## config.mk

```make
export PLATFORM = sky130hd
export DESIGN_NAME = seven_segment_scanner
export DESIGN_NICKNAME = d
export VERILOG_FILES = /design/src/rtl/seven_segment_scanner.sv
export SDC_FILE = /design/constraint.sdc
export NUM_CORES = 1
export LEC_CHECK = 0
export BUFFER_PORTS_ARGS = -buffer_cell sky130_fd_sc_hd__buf_2
export CAP_MARGIN = 10
export CORE_MARGIN = 10
export CORE_UTILIZATION = 55
export CTS_BUF_LIST = sky130_fd_sc_hd__clkbuf_4
export CTS_CLUSTER_DIAMETER = 200
export CTS_CLUSTER_SIZE = 24
export DETAILED_ROUTE_END_ITERATION = 6
export GPL_TIMING_DRIVEN = 0
export PLACE_DENSITY = 0.77
export REMOVE_ABC_BUFFERS = 1
export SLEW_MARGIN = 0
export SYNTH_ARGS = -nofsm -noshare
export SYNTH_HDL_FRONTEND = slang
export SYNTH_SLANG_ARGS = --single-unit
```

## constraint.sdc

```tcl
create_clock -name clk -period 5.15 [get_ports clk]
set_clock_uncertainty 0.15 [all_clocks]
set_input_delay 1.03 -clock clk [delete_from_list [all_inputs] [get_ports clk]]
set_output_delay 1.03 -clock clk [all_outputs]
set_load 0.02 [all_outputs]
```

## src/rtl/seven_segment_scanner.sv

```systemverilog
// Time-multiplexed scan controller for a DIGITS-wide 7-segment display: blanking gap per slot, frame-boundary double buffering.
// Optional leading-zero blanking is enabled by defining SEVEN_SEGMENT_SCANNER_LZB_EN.
module seven_segment_scanner #(
    parameter int DIGITS   = 4,
    parameter int PRESCALE = 1000,
    parameter int BLANK    = 16
) (
    input  logic                  clk,
    input  logic                  reset,
    input  logic [4*DIGITS-1:0]   value,
    input  logic [DIGITS-1:0]     dp_in,
    input  logic                  load,
    output logic [3:0]            nibble,
    input  logic [6:0]            segs_in,
    output logic [6:0]            seg_out,
    output logic                  dp_out,
    output logic [DIGITS-1:0]     an_out,
    output logic                  frame_done
);

    localparam int CW = (PRESCALE > 1) ? $clog2(PRESCALE) : 1;
    localparam int IW = (DIGITS > 1) ? $clog2(DIGITS) : 1;

    typedef enum logic {ST_BLANK = 1'b0, ST_SHOW = 1'b1} state_t;

    state_t              state_q, state_d;
    logic [CW-1:0]       cnt_q, cnt_d;
    logic [IW-1:0]       idx_q, idx_d, idx_next;
    logic [3:0]          nibble_q, nibble_d;
    logic [6:0]          seg_q, seg_d;
    logic                dp_q, dp_d;
    logic [DIGITS-1:0]   an_q, an_d;
    logic                frame_done_q, frame_done_d;
    logic [4*DIGITS-1:0] shadow_q, shadow_d, pend_q, pend_d;
    logic [DIGITS-1:0]   shadow_dp_q, shadow_dp_d, pend_dp_q, pend_dp_d;
    logic                pend_vld_q, pend_vld_d;
    logic                slot_end, last_digit, boundary;
    logic [DIGITS-1:0]   lit, an_sel;
    logic                cur_dp;

`ifdef SEVEN_SEGMENT_SCANNER_LZB_EN
    logic above;

    // A digit is lit if it or any more significant digit carries a non-zero nibble or a dp.
    always_comb begin
        lit   = '0;
        above = 1'b0;
        for (int i = DIGITS - 1; i >= 0; i--) begin
            above  = above | (|shadow_q[4*i +: 4]) | shadow_dp_q[i];
            lit[i] = above || (i == 0);
        end
    end
`else
    assign lit = '1;
`endif

    always_comb begin
        slot_end   = (cnt_q == CW'(PRESCALE - 1));
        last_digit = (idx_q == IW'(DIGITS - 1));
        boundary   = (state_q == ST_SHOW) && slot_end && last_digit;
        cnt_d      = slot_end ? '0 : cnt_q + CW'(1);
        idx_next   = last_digit ? '0 : idx_q + IW'(1);
        idx_d      = slot_end ? idx_next : idx_q;

        shadow_d    = shadow_q;
        shadow_dp_d = shadow_dp_q;
        pend_d      = pend_q;
        pend_dp_d   = pend_dp_q;
        pend_vld_d  = pend_vld_q;
        if (load && boundary) begin
            // A load landing exactly on the boundary goes straight to the shadow.
            shadow_d    = value;
            shadow_dp_d = dp_in;
            pend_vld_d  = 1'b0;
        end else begin
            if (boundary && pend_vld_q) begin
                shadow_d    = pend_q;
                shadow_dp_d = pend_dp_q;
            end
            if (load) begin
                pend_d     = value;
                pend_dp_d  = dp_in;
                pend_vld_d = 1'b1;
            end else if (boundary) begin
                pend_vld_d = 1'b0;
            end
        end

        an_sel = '0;
        cur_dp = 1'b0;
        for (int i = 0; i < DIGITS; i++) begin
            if (idx_q == IW'(i)) begin
                an_sel[i] = 1'b1;
                cur_dp    = shadow_dp_q[i];
            end
        end

        state_d      = state_q;
        nibble_d     = nibble_q;
        seg_d        = seg_q;
        dp_d         = dp_q;
        an_d         = an_q;
        frame_done_d = boundary;
        case (state_q)
            ST_BLANK: begin
                if (cnt_q == CW'(BLANK - 1)) begin
                    seg_d   = segs_in;
                    dp_d    = cur_dp;
                    an_d    = an_sel & lit;
                    state_d = ST_SHOW;
                end
            end
            ST_SHOW: begin
                if (slot_end) begin
                    seg_d    = '0;
                    dp_d     = 1'b0;
                    an_d     = '0;
                    state_d  = ST_BLANK;
                    // Uses the next shadow so a frame-boundary swap reaches digit 0 immediately.
                    nibble_d = '0;
                    for (int i = 0; i < DIGITS; i++) begin
                        if (idx_next == IW'(i)) nibble_d = shadow_d[4*i +: 4];
                    end
                end
            end
            default: state_d = ST_BLANK;
        endcase
    end

    always_ff @(posedge clk or posedge reset) begin
        if (reset) begin
            state_q      <= ST_BLANK;
            cnt_q        <= '0;
            idx_q        <= '0;
            nibble_q     <= '0;
            seg_q        <= '0;
            dp_q         <= 1'b0;
            an_q         <= '0;
            frame_done_q <= 1'b0;
            shadow_q     <= '0;
            shadow_dp_q  <= '0;
            pend_q       <= '0;
            pend_dp_q    <= '0;
            pend_vld_q   <= 1'b0;
        end else begin
            state_q      <= state_d;
            cnt_q        <= cnt_d;
            idx_q        <= idx_d;
            nibble_q     <= nibble_d;
            seg_q        <= seg_d;
            dp_q         <= dp_d;
            an_q         <= an_d;
            frame_done_q <= frame_done_d;
            shadow_q     <= shadow_d;
            shadow_dp_q  <= shadow_dp_d;
            pend_q       <= pend_d;
            pend_dp_q    <= pend_dp_d;
            pend_vld_q   <= pend_vld_d;
        end
    end

    assign nibble     = nibble_q;
    assign seg_out    = seg_q;
    assign dp_out     = dp_q;
    assign an_out     = an_q;
    assign frame_done = frame_done_q;

endmodule

```

# [After elaboration in Yosys (flattened, before gate mapping)]
# Cells that the tools add are included.
[word_totals] reg_bits=71 inputBits=30 wordCells=71
[classes] n_addsub=2 eq_ne=10 n_mux=33 bitwise=2 reduce_logical=11
[ops] operator="$mux W16" n=2
[ops] operator="$mux W4" n=8
[ops] operator="$mux W1" n=15
[ops] operator="$mux W7" n=2
[ops] operator="$pmux W7 S2" n=1
[ops] operator="$add A10 B1 Y10 const B" n=1
[ops] operator="$eq A10 B10 Y1 const B" n=1
[ops] operator="$eq A10 B4 Y1 const B" n=1
[ops] operator="$mux W10" n=1
[ops] operator="$eq A2 B2 Y1 const B" n=4
[ops] operator="$pmux W4 S2" n=1
[ops] operator="$reduce_and A2 Y1" n=3
[ops] operator="$eq A2 B1 Y1 const B" n=2
[ops] operator="$logic_and A1 B1 Y1" n=4
[ops] operator="$logic_not A2 Y1" n=2
[ops] operator="$pmux W1 S2" n=2
[ops] operator="$reduce_bool A3 Y1" n=1
[ops] operator="$add A2 B1 Y2 const B" n=1
[ops] operator="$mux W2" n=1
[ops] operator="$ne A2 B1 Y1 const B" n=1
[ops] operator="$ne A2 B2 Y1 const B" n=1
[ops] operator="$not A1 Y1" n=2
[ops] operator="$reduce_bool A2 Y1" n=1

# [Depth between registers and ports, before layout]
# Gate-level depths: netlist (run 1).
[logic_depth] ltp_word=10 mapped_depth=10

# [Worst setup path after synthesis (run 1)]
# Ideal clock, no wire load.
[synth_path] kind="input -> register" from="input port load" to="register nibble_q[3], in the netlist nibble[3]" setup_time_ns=0.129 t_arrival_ns=2.191 required_ns=4.871 slack_ns=2.681 path_stages=7 path_buffers=1 path_cell_list="nand3_1 > or4_1 > clkbuf_1 > o32ai_1 > nor2_1 > a221oi_1 > a21oi_1"
[synth_rtl] element="from (decl)" line="12" rtl="input logic load,"
[synth_rtl] element="$logic_and A1 B1 Y1" line="70" rtl="if (load && boundary) begin"
[synth_rtl] element="$mux W16" line="70"
[synth_rtl] element="net shadow_d[11]" line="34" rtl="logic [4*DIGITS-1:0] shadow_q, shadow_d, pend_q, pend_d;"
[synth_rtl] element="$mux W4 (2 in series)" line="122" rtl="if (idx_next == IW'(i)) nibble_d = shadow_d[4*i +: 4];"
[synth_rtl] element="to (signal assigned)" line="149" rtl="nibble_q <= nibble_d;"
[synth_rtl] element="to (decl)" line="29" rtl="logic [3:0] nibble_q, nibble_d;"
# The timed path passes the listed nets, and every way through them passes these cells.
# A chain may end at the register's enable or synchronous reset.

# [Worst setup path in the final report (run 1)]
[layout_path] from="register cnt_q[0]" to="register pend_q[13]"
[layout_via] elab_chain_len=6
[layout_lines] element="from (decl)" line="27" rtl="logic [CW-1:0] cnt_q, cnt_d;"
[layout_lines] element="from (signal assigned)" line="147" rtl="cnt_q <= cnt_d;"
[layout_lines] element="$eq A10 B10 Y1" line="58" rtl="slot_end = (cnt_q == CW'(PRESCALE - 1));"
[layout_lines] element="$logic_and A1 B1 Y1 (2 in series)" line="60" rtl="boundary = (state_q == ST_SHOW) && slot_end && last_digit;"
[layout_lines] element="$logic_and A1 B1 Y1" line="70"
[layout_lines] element="$not A1 Y1 (no source line)"
[layout_lines] element="$reduce_and A2 Y1 (no source line)"
[layout_lines] element="to (signal assigned)" line="156" rtl="pend_q <= pend_d;"
[layout_lines] element="to (decl)" line="34"
# No other way between the ends.

==> reports/results.txt, run 1 <==
Vias/cell - 5.92
Total GRT Usage - 15.4%
Multiplexer share of the synthesized area - 7.05%
Worst vdd ir - 0.188 mV
Die ar. - 9630 um^2
RePlAce Congestion - 0.861
Unique masters post-synth - 48
Non-filler cells, final - 437
Worst-path clk slew - 100 ps
Top cell type's share of synthesized area - 52.9%
Post-synthesis sequential area ratio - 52.9%
Clk Latency, worst-skew pair - 420 ps
DP HPWL - 5.16 mm
Clk sink count - 71
Yosys top cell by area - dfrtp_1
Post-cts repair resize count - 0
Syn_area_per_cell - 10.5 um^2
Layout cells sized above 1 - 25.7%
RSZ-0062 raised after global routing - false
Post-Syn Area - 3360 um^2
Setup Fix Bufs, Post-CTS - 0
Clock tree buffer depth - 2
Io pins - 47
Die height - 98.1 um
Starting DRT DRC Count - 122
R2R setup slack - 2330 ps
Hold Buf Count CTS - 0
Relative slew slack - 18.3%
CTS buffer count - 9
Synth Area in Simple Gates - 16.6%
Status - complete, no violations
Async SR Flop Fraction - 100%
Footprint of the multi-input gates - 1460 um^2
Synthesis-stage register bit count - 71
Critical Path RT - 5300 ps
Max Clk Rate - 354 MHz
Commonest cells post-synth - dfrtp_1, nand2_1, nor2_1, mux2_2, nand3_1
Lkg Pwr - 1.73 nW
Aggregate negative setup slack - 0 ps
Root Driver - clkbuf_4
Initial antenna violation count - 0
Fraction of the mapped netlist area in adder cells - 2.61%
Synth warn - 0
Pwr dens - 290 nW/um^2
Synth Instances - 319
First-pass GRT wire length - 12.2 mm
Die extent in x - 98.1 um
Routed Antenna Nets - 0
WL/cell - 17.0 um
Final Cycle Share - 54.8%
Worst hold path class - flop to flop
Number of cell rows - 28
Vias in the first global route - 2486
Nets - 395
Post-synthesis xor/xnor area fraction - 1.30%
Port bufs - 46
First-pass iteration count of the detailed router - 5
Starting Density - 56.7%
Min Tclk post-route - 2820 ps
Routed WL - 7.42 mm
Most frequent cell after synthesis - dfrtp_1
Max_cap viols - 0
Least-Margin Pin Slew - 1220 ps
Slew Limit Fails - 0
Crit end category - flop
Fin. Hold Viols - 0
P&R area growth vs syn - 12.5%
Compound-cell area share of the yosys netlist - 16.0%
Area contributors post-synth - dfrtp_1, mux2_2, nand2_1, nand3_1, o22ai_1
EDFF count, synth - 0
Crit path max fanout - 20
Core Area - 5920 um^2
Critical Path AT - 2980 ps
CTS tree - built
Largest net degree at the start of global routing - 72
H-tree depth reported by CTS - 3
Main combinational cell family by area after synthesis - simple AND/OR/NAND/NOR gates
DRC viols - 0
Cell Count Post-Placement - 422
Most used DFF post-synth - dfrtp_1
Diode count - 0
Layout fillers - 486
GRT Residual Overflow - 0
Worst setup SP type - flop
Setup CP Type - flop to flop
Sequential cell area - 1780 um^2
Final setup fails - 0
Total number of vias - 2586
-- per-stage QoR --
stage          total power, mW  setup WS [ps]  util (%)  hold WS (ps)  instance area, um^2
6_report                  1.10           2330      63.8           313                 3780
5_1_grt                   1.14           2130      63.8           344                 3780
4_1_cts                   1.10           2320      63.8           317                 3780
3_5_place_dp             0.674           2180      60.8           302                 3600
3_3_place_gp             0.670           1350      60.7           303                 3600
2_1_floorplan            0.643           2170         -           283                 3270
-- where the power goes --
group	switching, mW	leakage, nW	internal [mW]
Combinational	0.0391	0.782	0.0322
Sequential	0.0113	0.862	0.580
Clock	0.192	0.0896	0.242
Total	0.242	1.73	0.854
-- cell type report --
class                           count  share of cell area (%)
Clock buffer                        9                    1.79
Clock inverter                      6                    2.92
Inverter                            9                   0.961
Multi-Input combinational cell    221                    38.7
Sequential cell                    71                    47.1
Tap cell                           75                    2.49
Timing Repair Buffer               46                    6.10
-- cells by family after synthesis --
kind of cell | after synthesis
AO/OA/AOI/OAI | 78
buffers and inverters | 27
AND/OR/NAND/NOR | 110
flip-flops | 71
adder cells (fa/ha/maj) | 7
XOR/XNOR | 5
multiplexers | 21
-- flip-flops by register name (all words and copies together), names as in the netlist --
name         flops
dp_out           1
frame_done       1
shadow_q        16
cnt_q           10
an_out           4
nibble           4
shadow_dp_q      4
pend_vld_q       1
state_q          1
idx_q            2
seg_out          7
pend_q          16
pend_dp_q        4
-- layout by cell type, fill, tap and decap left out, drive strengths merged, types with 3 or more instances in the layout --
cell type and instances:
a21oi 18, a221oi 3, a22oi 5, a2bb2oi 6
a31oi 3, and2 3, buf 46, bufinv 3
clkbuf 9, dfrtp 71, ha 7, inv 9
mux2 21, nand2 37, nand2b 3, nand3 21
nor2 23, nor2b 5, nor3 3, nor4 3
o21ai 14, o22ai 15, o32ai 3, or4 4
xor2 4
-- path summary, 6_finish.rpt --
kind | cells after the start | from | to
max | 5 | cnt_q[0] | pend_q[13]
min | 1 | cnt_q[0] | cnt_q[0]
max reg2reg | 5 | cnt_q[0] | pend_q[13]
min reg2reg | 1 | cnt_q[0] | cnt_q[0]
max in group asynchronous | 2 | reset | shadow_q[7]
min in group asynchronous | 2 | reset | seg_out[0]
-- per-layer routing --
metal	track usage [%]	wire length (um)	vias to the layer above
li1	-	-	1245
met1	20.4	3370	1258
met2	23.3	3510	75
met3	4.37	449	8
met4	6.26	94	0
met5	0	0	-
-- worst max-delay path, cell delays in order, from the launching register on --
cell and delay (ps):
dfrtp_1 380, ha_1 250, nand4_4 170, or4_4 650, nand2_1 700, mux2_2 420
Note: power is estimated with default switching activity, not from simulation.
==> run 2, diff against run 1 <==
--- a/config.mk
+++ b/config.mk
@@ -5,6 +5,7 @@
 export SDC_FILE = /design/constraint.sdc
 export NUM_CORES = 1
 export LEC_CHECK = 0
+export ABC_AREA = 1
 export BUFFER_PORTS_ARGS = -buffer_cell sky130_fd_sc_hd__buf_2
 export CAP_MARGIN = 10
 export CORE_MARGIN = 10
==> constraint.sdc (replaced) <==
create_clock -name clk -period 2.6 [get_ports clk]
set_clock_uncertainty 0.15 [all_clocks]
set_input_delay 0.52 -clock clk [delete_from_list [all_inputs] [get_ports clk]]
set_output_delay 0.52 -clock clk [all_outputs]
set_load 0.02 [all_outputs]
==> reports/results.txt, run 2 <==
Critical Path AT - 2560 ps (-420 ps)
Clk Latency, worst-skew pair - 400 ps (-20 ps)
Clock tree buffer depth - 2 (unchanged)
Lkg Pwr - 1.95 nW (+13%)
Diode count - 0 (unchanged)
Initial antenna violation count - 0 (unchanged)
Total GRT Usage - 15.6% (+0.15 points)
Top Registers - pend_q (16), shadow_q (16), cnt_q (10)
Root Driver - clkbuf_4
RePlAce Congestion - 0.788 (-8.4%)
Yosys top cell by area - dfrtp_1
Footprint of the multi-input gates - 1410 um^2 (-3.9%)
RSZ-0062 raised after global routing - false
Final Util - 64.0% (+0.24 points)
Syn_area_per_cell - 8.49 um^2 (-19%)
Post-Syn Area - 3460 um^2 (+3.0%)
Slowest stage delay, CP - 380 ps (-320 ps)
R2R depth - 15 (+10)
Most frequent cell after synthesis - nand2_1
Max_cap viols - 0 (unchanged)
Critical-path top delay cell - dfrtp_1
Io pins - 47 (unchanged)
CTS tree - built
GRT Residual Overflow - 0 (unchanged)
P&R area growth vs syn - 11.6%
Min Tclk post-route - 2360 ps (-459 ps)
Total number of vias - 2764 (+6.9%)
Aggregate negative setup slack - 0 ps (unchanged)
R2R setup slack - 240 ps (-2090 ps)
Final setup fails - 0 (unchanged)
Commonest cells post-synth - nand2_1, dfrtp_1, inv_1, nand3_1, o21ai_0
Part of the power in registers - 62.5% (+8.6 points)
Slew Limit Fails - 0 (unchanged)
Layout cells sized above 1 - 19.1% (-6.6 points)
Die extent in x - 99.3 um (+1.2%)
Pwr dens - 488 nW/um^2 (+68%)
Cell Count Post-Placement - 513 (+22%)
Worst-path cell chain - ha_1, nand2_1, inv_1, nand2_2, nor2_4, nand2_4, nor2_8, nand2_4, nand3_1, nand3_1, nand2_1, nand2_1, nand2_1, nand2_1, nand2_1
Die ar. - 9850 um^2 (+2.4%)
Sw frac - 25.5% (+3.4 points)
Relative slew slack - 44.0% (+26 points)
Worst hold slack - 130 ps (-182 ps)
EDFF count, synth - 0 (unchanged)
Crit end category - flop
Hold Buf Count CTS - 0 (unchanged)
Port bufs - 46 (unchanged)
Power Total - 1.88 mW (+72%)
Starting DRT DRC Count - 194 (+59%)
Most frequent cells in the layout - nand2_1, dfrtp_1, inv_1
Final Cycle Share - 90.9% (+36 points)
Top cell type's share of synthesized area - 51.4% (-1.5 points)
Starting Density - 57.4% (+0.67 points)
Fin. Hold Viols - 0 (unchanged)
Post-synthesis sequential area ratio - 51.4% (-1.5 points)
Critical Path Most Common Cell - nand2_1
DP HPWL - 5.03 mm (-2.4%)
Unique masters post-synth - 32 (-33%)
Synth Instances - 407 (+28%)
Core Area - 6030 um^2 (+1.8%)
WL/cell - 13.8 um (-19%)
Layout fillers - 504 (+3.7%)
Clk sink count - 71 (unchanged)
H-tree depth reported by CTS - 3 (unchanged)
Routed WL - 7.38 mm (-0.46%)
Worst hold path class - input pin to asynchronous set/reset pin
Setup CP Type - flop to flop
Sequential cell area - 1780 um^2 (unchanged)
Worst vdd ir - 0.284 mV (+51%)
Most used DFF post-synth - dfrtp_1
Area contributors post-synth - dfrtp_1, nand2_1, inv_1, nand3_1, o21ai_0
Worst-path clk slew - 100 ps (about the same)
CTS buffer count - 9 (unchanged)
Commonest non-fill, non-tap cell in the layout - nand2_1
Clock network power share - 29.9% (-9.7 points)
Int Power - 1.40 mW (+64%)
Critical Path RT - 2800 ps (-2500 ps)
Routed Antenna Nets - 0 (unchanged)
Number of cell rows - 28 (unchanged)
Status - complete, no violations
Combinational Power Share - 7.6% (+1.1 points)
Async SR Flop Fraction - 100% (unchanged)
Worst setup SP type - flop
Least-Margin Pin Slew - 840 ps (-377 ps)
First-pass iteration count of the detailed router - 7 (+2)
Crit path max fanout - 19 (-5.0%)
Vias in the first global route - 2704 (+8.8%)
Synthesis-stage register bit count - 71 (unchanged)
DRC viols - 0 (unchanged)
Max Clk Rate - 423 MHz (+19%)
Vias/cell - 5.17 (-13%)
Largest net degree at the start of global routing - 72 (unchanged)
Nets - 492 (+25%)
Non-filler cells, final - 535 (+22%)
Die height - 99.3 um (+1.2%)
First-pass GRT wire length - 12.7 mm (+4.4%)
Switching power - 0.479 mW (+98%)
Synth warn - 0 (unchanged)
## run 2: cell count changes in the layout (fill, tap and decap cells not counted), sizes merged, moves of 7 or more
cell	change
nand2	+72
nor3	+11
nand3	+15
a21oi	-9
o22ai	-15
and2	+9
mux2	-19
nand4	+7
inv	+46
o21ai	+22
## run 2: final timing paths
| kind | from | end |
|---|---|---|
| max | cnt_q[0] | nibble[1] |
| min reg2reg | cnt_q[0] | cnt_q[0] |
| min in group clk | segs_in[3] | seg_out[3] |
| max reg2reg | cnt_q[0] | nibble[1] |
| min | reset | seg_out[2] |
| max in group asynchronous | reset | shadow_q[11] |
## run 2: critical path: cells and delay by family, from the launching register on
family | cells | cell delay [ps]
simple gates | 13 | 1460
fa+ha+maj | 1 | 170
flops | 1 | 380
buf+inv | 1 | 130
## run 2: final cells by class
class / instances / share of cell area, %
clock buffer: 10 / 1.95
timing repair buffer: 51 / 6.94
tap: 75 / 2.43
sequential: 71 / 46.1
multi-input combinational: 267 / 36.4
clock inverter: 6 / 0.714
inverter: 55 / 5.48
## run 2: repair_timing
item	CTS	global route
cloned	1	0
setup endpoints to repair	8	13
resized for setup	1	3
pin swaps	1	2
buffers inserted	0	5
## run 2: per-stage QoR
step	worst slack (ps)	instance area, um^2
global placement	-724	3690
global route	7.29	3860
detailed placement	-44.3	3700
finish	235	3860
floorplan	133	3370
CTS	-0.469	3810
## run 2: cells by family (layout without fill, tap and decap cells)
| logic type | after synthesis | count (layout) | share of synthesized area [%] |
|---|---|---|---|
| AND/OR/NAND/NOR | 205 | 206 | 28.6 |
| flip-flops | 71 | 71 | 51.4 |
| AO/OA/AOI/OAI | 52 | 52 | 8.36 |
| multiplexers | 2 | 2 | 0.652 |
| adder cells (fa/ha/maj) | 7 | 7 | 2.53 |
| buffers and inverters | 70 | 122 | 8.47 |
## run 2: power by group through the flow
stage               clock (mW)  sequential [mW]  combinational [mW]
finish                   0.563             1.18               0.142
global route             0.622             1.18               0.168
CTS                      0.581             1.18               0.145
detailed placement           0             1.20               0.143
global placement             0             1.20               0.139
floorplan                    0             1.20              0.0824
## run 2: layer usage
metal | vias to the layer above | wire length (um) | part of all wire (%) | global-route usage [%]
li1 | 1406 | - | - | -
met1 | 1273 | 3370 | 46 | 20.1
met3 | 13 | 505 | 6.8 | 5.33
met2 | 72 | 3360 | 46 | 23.6
met4 | 0 | 146 | 2.0 | 6.06
met5 | - | 0 | 0 | 0
==> run 3, diff against run 2 <==
--- a/config.mk
+++ b/config.mk
@@ -8,7 +8,7 @@
 export ABC_AREA = 1
 export BUFFER_PORTS_ARGS = -buffer_cell sky130_fd_sc_hd__buf_2
 export CAP_MARGIN = 10
-export CORE_MARGIN = 10
+export CORE_MARGIN = 2
 export CORE_UTILIZATION = 55
 export CTS_BUF_LIST = sky130_fd_sc_hd__clkbuf_4
 export CTS_CLUSTER_DIAMETER = 200
@@ -17,7 +17,6 @@
 export GPL_TIMING_DRIVEN = 0
 export PLACE_DENSITY = 0.77
 export REMOVE_ABC_BUFFERS = 1
-export SLEW_MARGIN = 0
 export SYNTH_ARGS = -nofsm -noshare
 export SYNTH_HDL_FRONTEND = slang
 export SYNTH_SLANG_ARGS = --single-unit
==> reports/results.txt, run 3 (synthesis results as in run 2) <==
Core Area - 5990 um^2 (-0.58%)
Lkg Pwr - 1.98 nW (+1.2%)
Clk sink count - 71 (unchanged)
Nets - 492 (unchanged)
Crit path max fanout - 19 (unchanged)
Die height - 83.3 um (-16%)
Slowest stage delay, CP - 540 ps (+160 ps)
Int Power - 1.59 mW (+13%)
Number of cell rows - 28 (unchanged)
Layout cells sized above 1 - 19.3% (+0.22 points)
Reg2reg start - idx_q[1]
Combinational Power Share - 6.8% (-0.8 points)
Worst hold path class - input pin to asynchronous set/reset pin
Fin. Hold Viols - 0 (unchanged)
Layout fillers - 535 (+6.2%)
Aggregate negative setup slack - 0 ps (unchanged)
Switching power - 0.515 mW (+7.4%)
First-pass iteration count of the detailed router - 5 (-2)
DP HPWL - 4.94 mm (-1.9%)
WP buf/inv - 1 (unchanged)
Root Driver - clkbuf_4
Final Cell Area - 3910 um^2 (+1.3%)
Final Cycle Share - 92.7% (+1.7 points)
Worst hold slack - 110 ps (-20.3 ps)
Vias in the first global route - 2780 (+2.8%)
Starting DRT DRC Count - 281 (+45%)
Sw frac - 24.5% (-1.0 points)
Hold Buf Count CTS - 0 (unchanged)
Initial antenna violation count - 0 (unchanged)
R2R setup slack - 190 ps (-50 ps)
Starting Density - 57.7% (+0.34 points)
Vias/cell - 5.20 (+0.62%)
Max_cap viols - 0 (unchanged)
Non-filler cells, final - 535 (unchanged)
Port bufs - 46 (unchanged)
Slew Limit Fails - 0 (unchanged)
Placed Area - 3700 um^2 (unchanged)
Worst vdd ir - 0.382 mV (+35%)
Die extent in x - 83.3 um (-16%)
CP top delay family - simple AND/OR/NAND/NOR gates
CTS buffer count - 9 (unchanged)
Least-Margin Pin Slew - 877 ps (+37.2 ps)
Clk Latency, worst-skew pair - 420 ps (+20 ps)
Critical-path top delay cell - ha_1
First-pass GRT wire length - 12.9 mm (+2.0%)
DRC viols - 0 (unchanged)
Total number of vias - 2781 (+0.62%)
Critical Path RT - 2810 ps (about the same)
R2r endpoint - nibble[3]
Sequential cell area - 1780 um^2 (unchanged)
R2R depth - 11 (-4)
Setup CP Type - flop to flop
Cell Count Post-Placement - 513 (unchanged)
Diode count - 0 (unchanged)
Max Clk Rate - 415 MHz (-1.9%)
Total GRT Usage - 23.1% (+7.5 points)
Top Registers - pend_q (16), shadow_q (16), cnt_q (10)
Worst-path cell chain - ha_1, inv_1, nor2_8, nand2_4, nand3_1, nand3_1, nand2_1, nand2_1, nand2_1, nand2_1, nand2_1
Pwr dens - 539 nW/um^2 (+11%)
RePlAce Congestion - 0.774 (-1.8%)
WL/cell - 13.9 um (+0.99%)
Critical Path Most Common Cell - nand2_1
Crit end category - flop
Largest net degree at the start of global routing - 72 (unchanged)
Die ar. - 6930 um^2 (-30%)
Commonest non-fill, non-tap cell in the layout - nand2_1
Worst-path clk slew - 120 ps (+20 ps)
Status - complete, no violations
Io pins - 47 (unchanged)
Clock tree buffer depth - 2 (unchanged)
Critical Path AT - 2620 ps (+60 ps)
GRT Residual Overflow - 0 (unchanged)
P&R area growth vs syn - 13.0%
Routed WL - 7.45 mm (+0.99%)
Most frequent cells in the layout - nand2_1, dfrtp_1, inv_1
Footprint of the multi-input gates - 1400 um^2 (-0.18%)
Final WS setup - 190 ps (-45.1 ps)
Setup WS pre-CTS - -59.0 ps (-14.7 ps)
Relative slew slack - 41.5% (-2.5 points)
Clock network power share - 37.3% (+7.4 points)
Min Tclk post-route - 2410 ps (+45.1 ps)
CTS tree - built
Final setup fails - 0 (unchanged)
Worst setup SP type - flop
Part of the power in registers - 55.9% (-6.6 points)
H-tree depth reported by CTS - 3 (unchanged)
Routed Antenna Nets - 0 (unchanged)
-- run 3: cell types whose count changed in the layout (fill, tap and decap cells not counted) --
cell and change:
ha_2 -1, inv_4 -1, clkinvlp_4 +1, clkinv_2 +1, clkinv_1 -2, bufinv_16 +2
clkbuf_4 -1, ha_1 +1
-- run 3: metrics by stage --
step / total power, mW / utilization [%]
after global routing: 2.19 / 65.2
after global placement: 1.33 / 61.7
after detailed placement: 1.34 / 61.7
after floorplan: 1.28 / -
after CTS: 2.12 / 64.5
final: 2.11 / 65.2
-- run 3: worst max path at each step --
stage	startpoint	to	slack, ps	cells after the start
2_1_floorplan	reset	an_out[0]	130	1
3_3_place_gp	reset	pend_q[5]	-720	2
3_5_place_dp	cnt_q[0]	nibble[3]	-60	14
4_1_cts	cnt_q[0]	nibble[3]	-6	14
5_1_grt	cnt_q[0]	nibble[2]	-6	13
6_report	idx_q[1]	nibble[3]	190	11
-- run 3: power by group through the flow --
stage	Clock, mW	Combinational (mW)	Sequential [mW]
detailed placement	0	0.144	1.20
floorplan	0	0.0824	1.20
finish	0.785	0.144	1.18
CTS	0.796	0.146	1.18
global route	0.838	0.165	1.18
global placement	0	0.139	1.20
-- run 3: per-layer routing --
layer / global-route usage, % / up-vias / share of wire [%]
li1: - / 1407 / -
met2: 37.1 / 51 / 50
met5: 0 / - / 0
met1: 31.8 / 1317 / 46
met3: 3.58 / 6 / 3.1
met4: 8.64 / 0 / 0.76
-- run 3: layout make-up --
class / count / share of cell area [%]
Clock buffer: 9 / 1.73
Clock inverter: 7 / 2.24
Inverter: 55 / 5.38
Multi-Input combinational cell: 267 / 35.9
Sequential cell: 71 / 45.5
Tap cell: 75 / 2.40
Timing Repair Buffer: 51 / 6.85
-- run 3: timing repair --
item,in CTS,in global routing
endpoints found under the setup margin,7,13
setup buffers,0,5
pin swaps,1,2
gates resized for setup,1,2
cloned,1,0
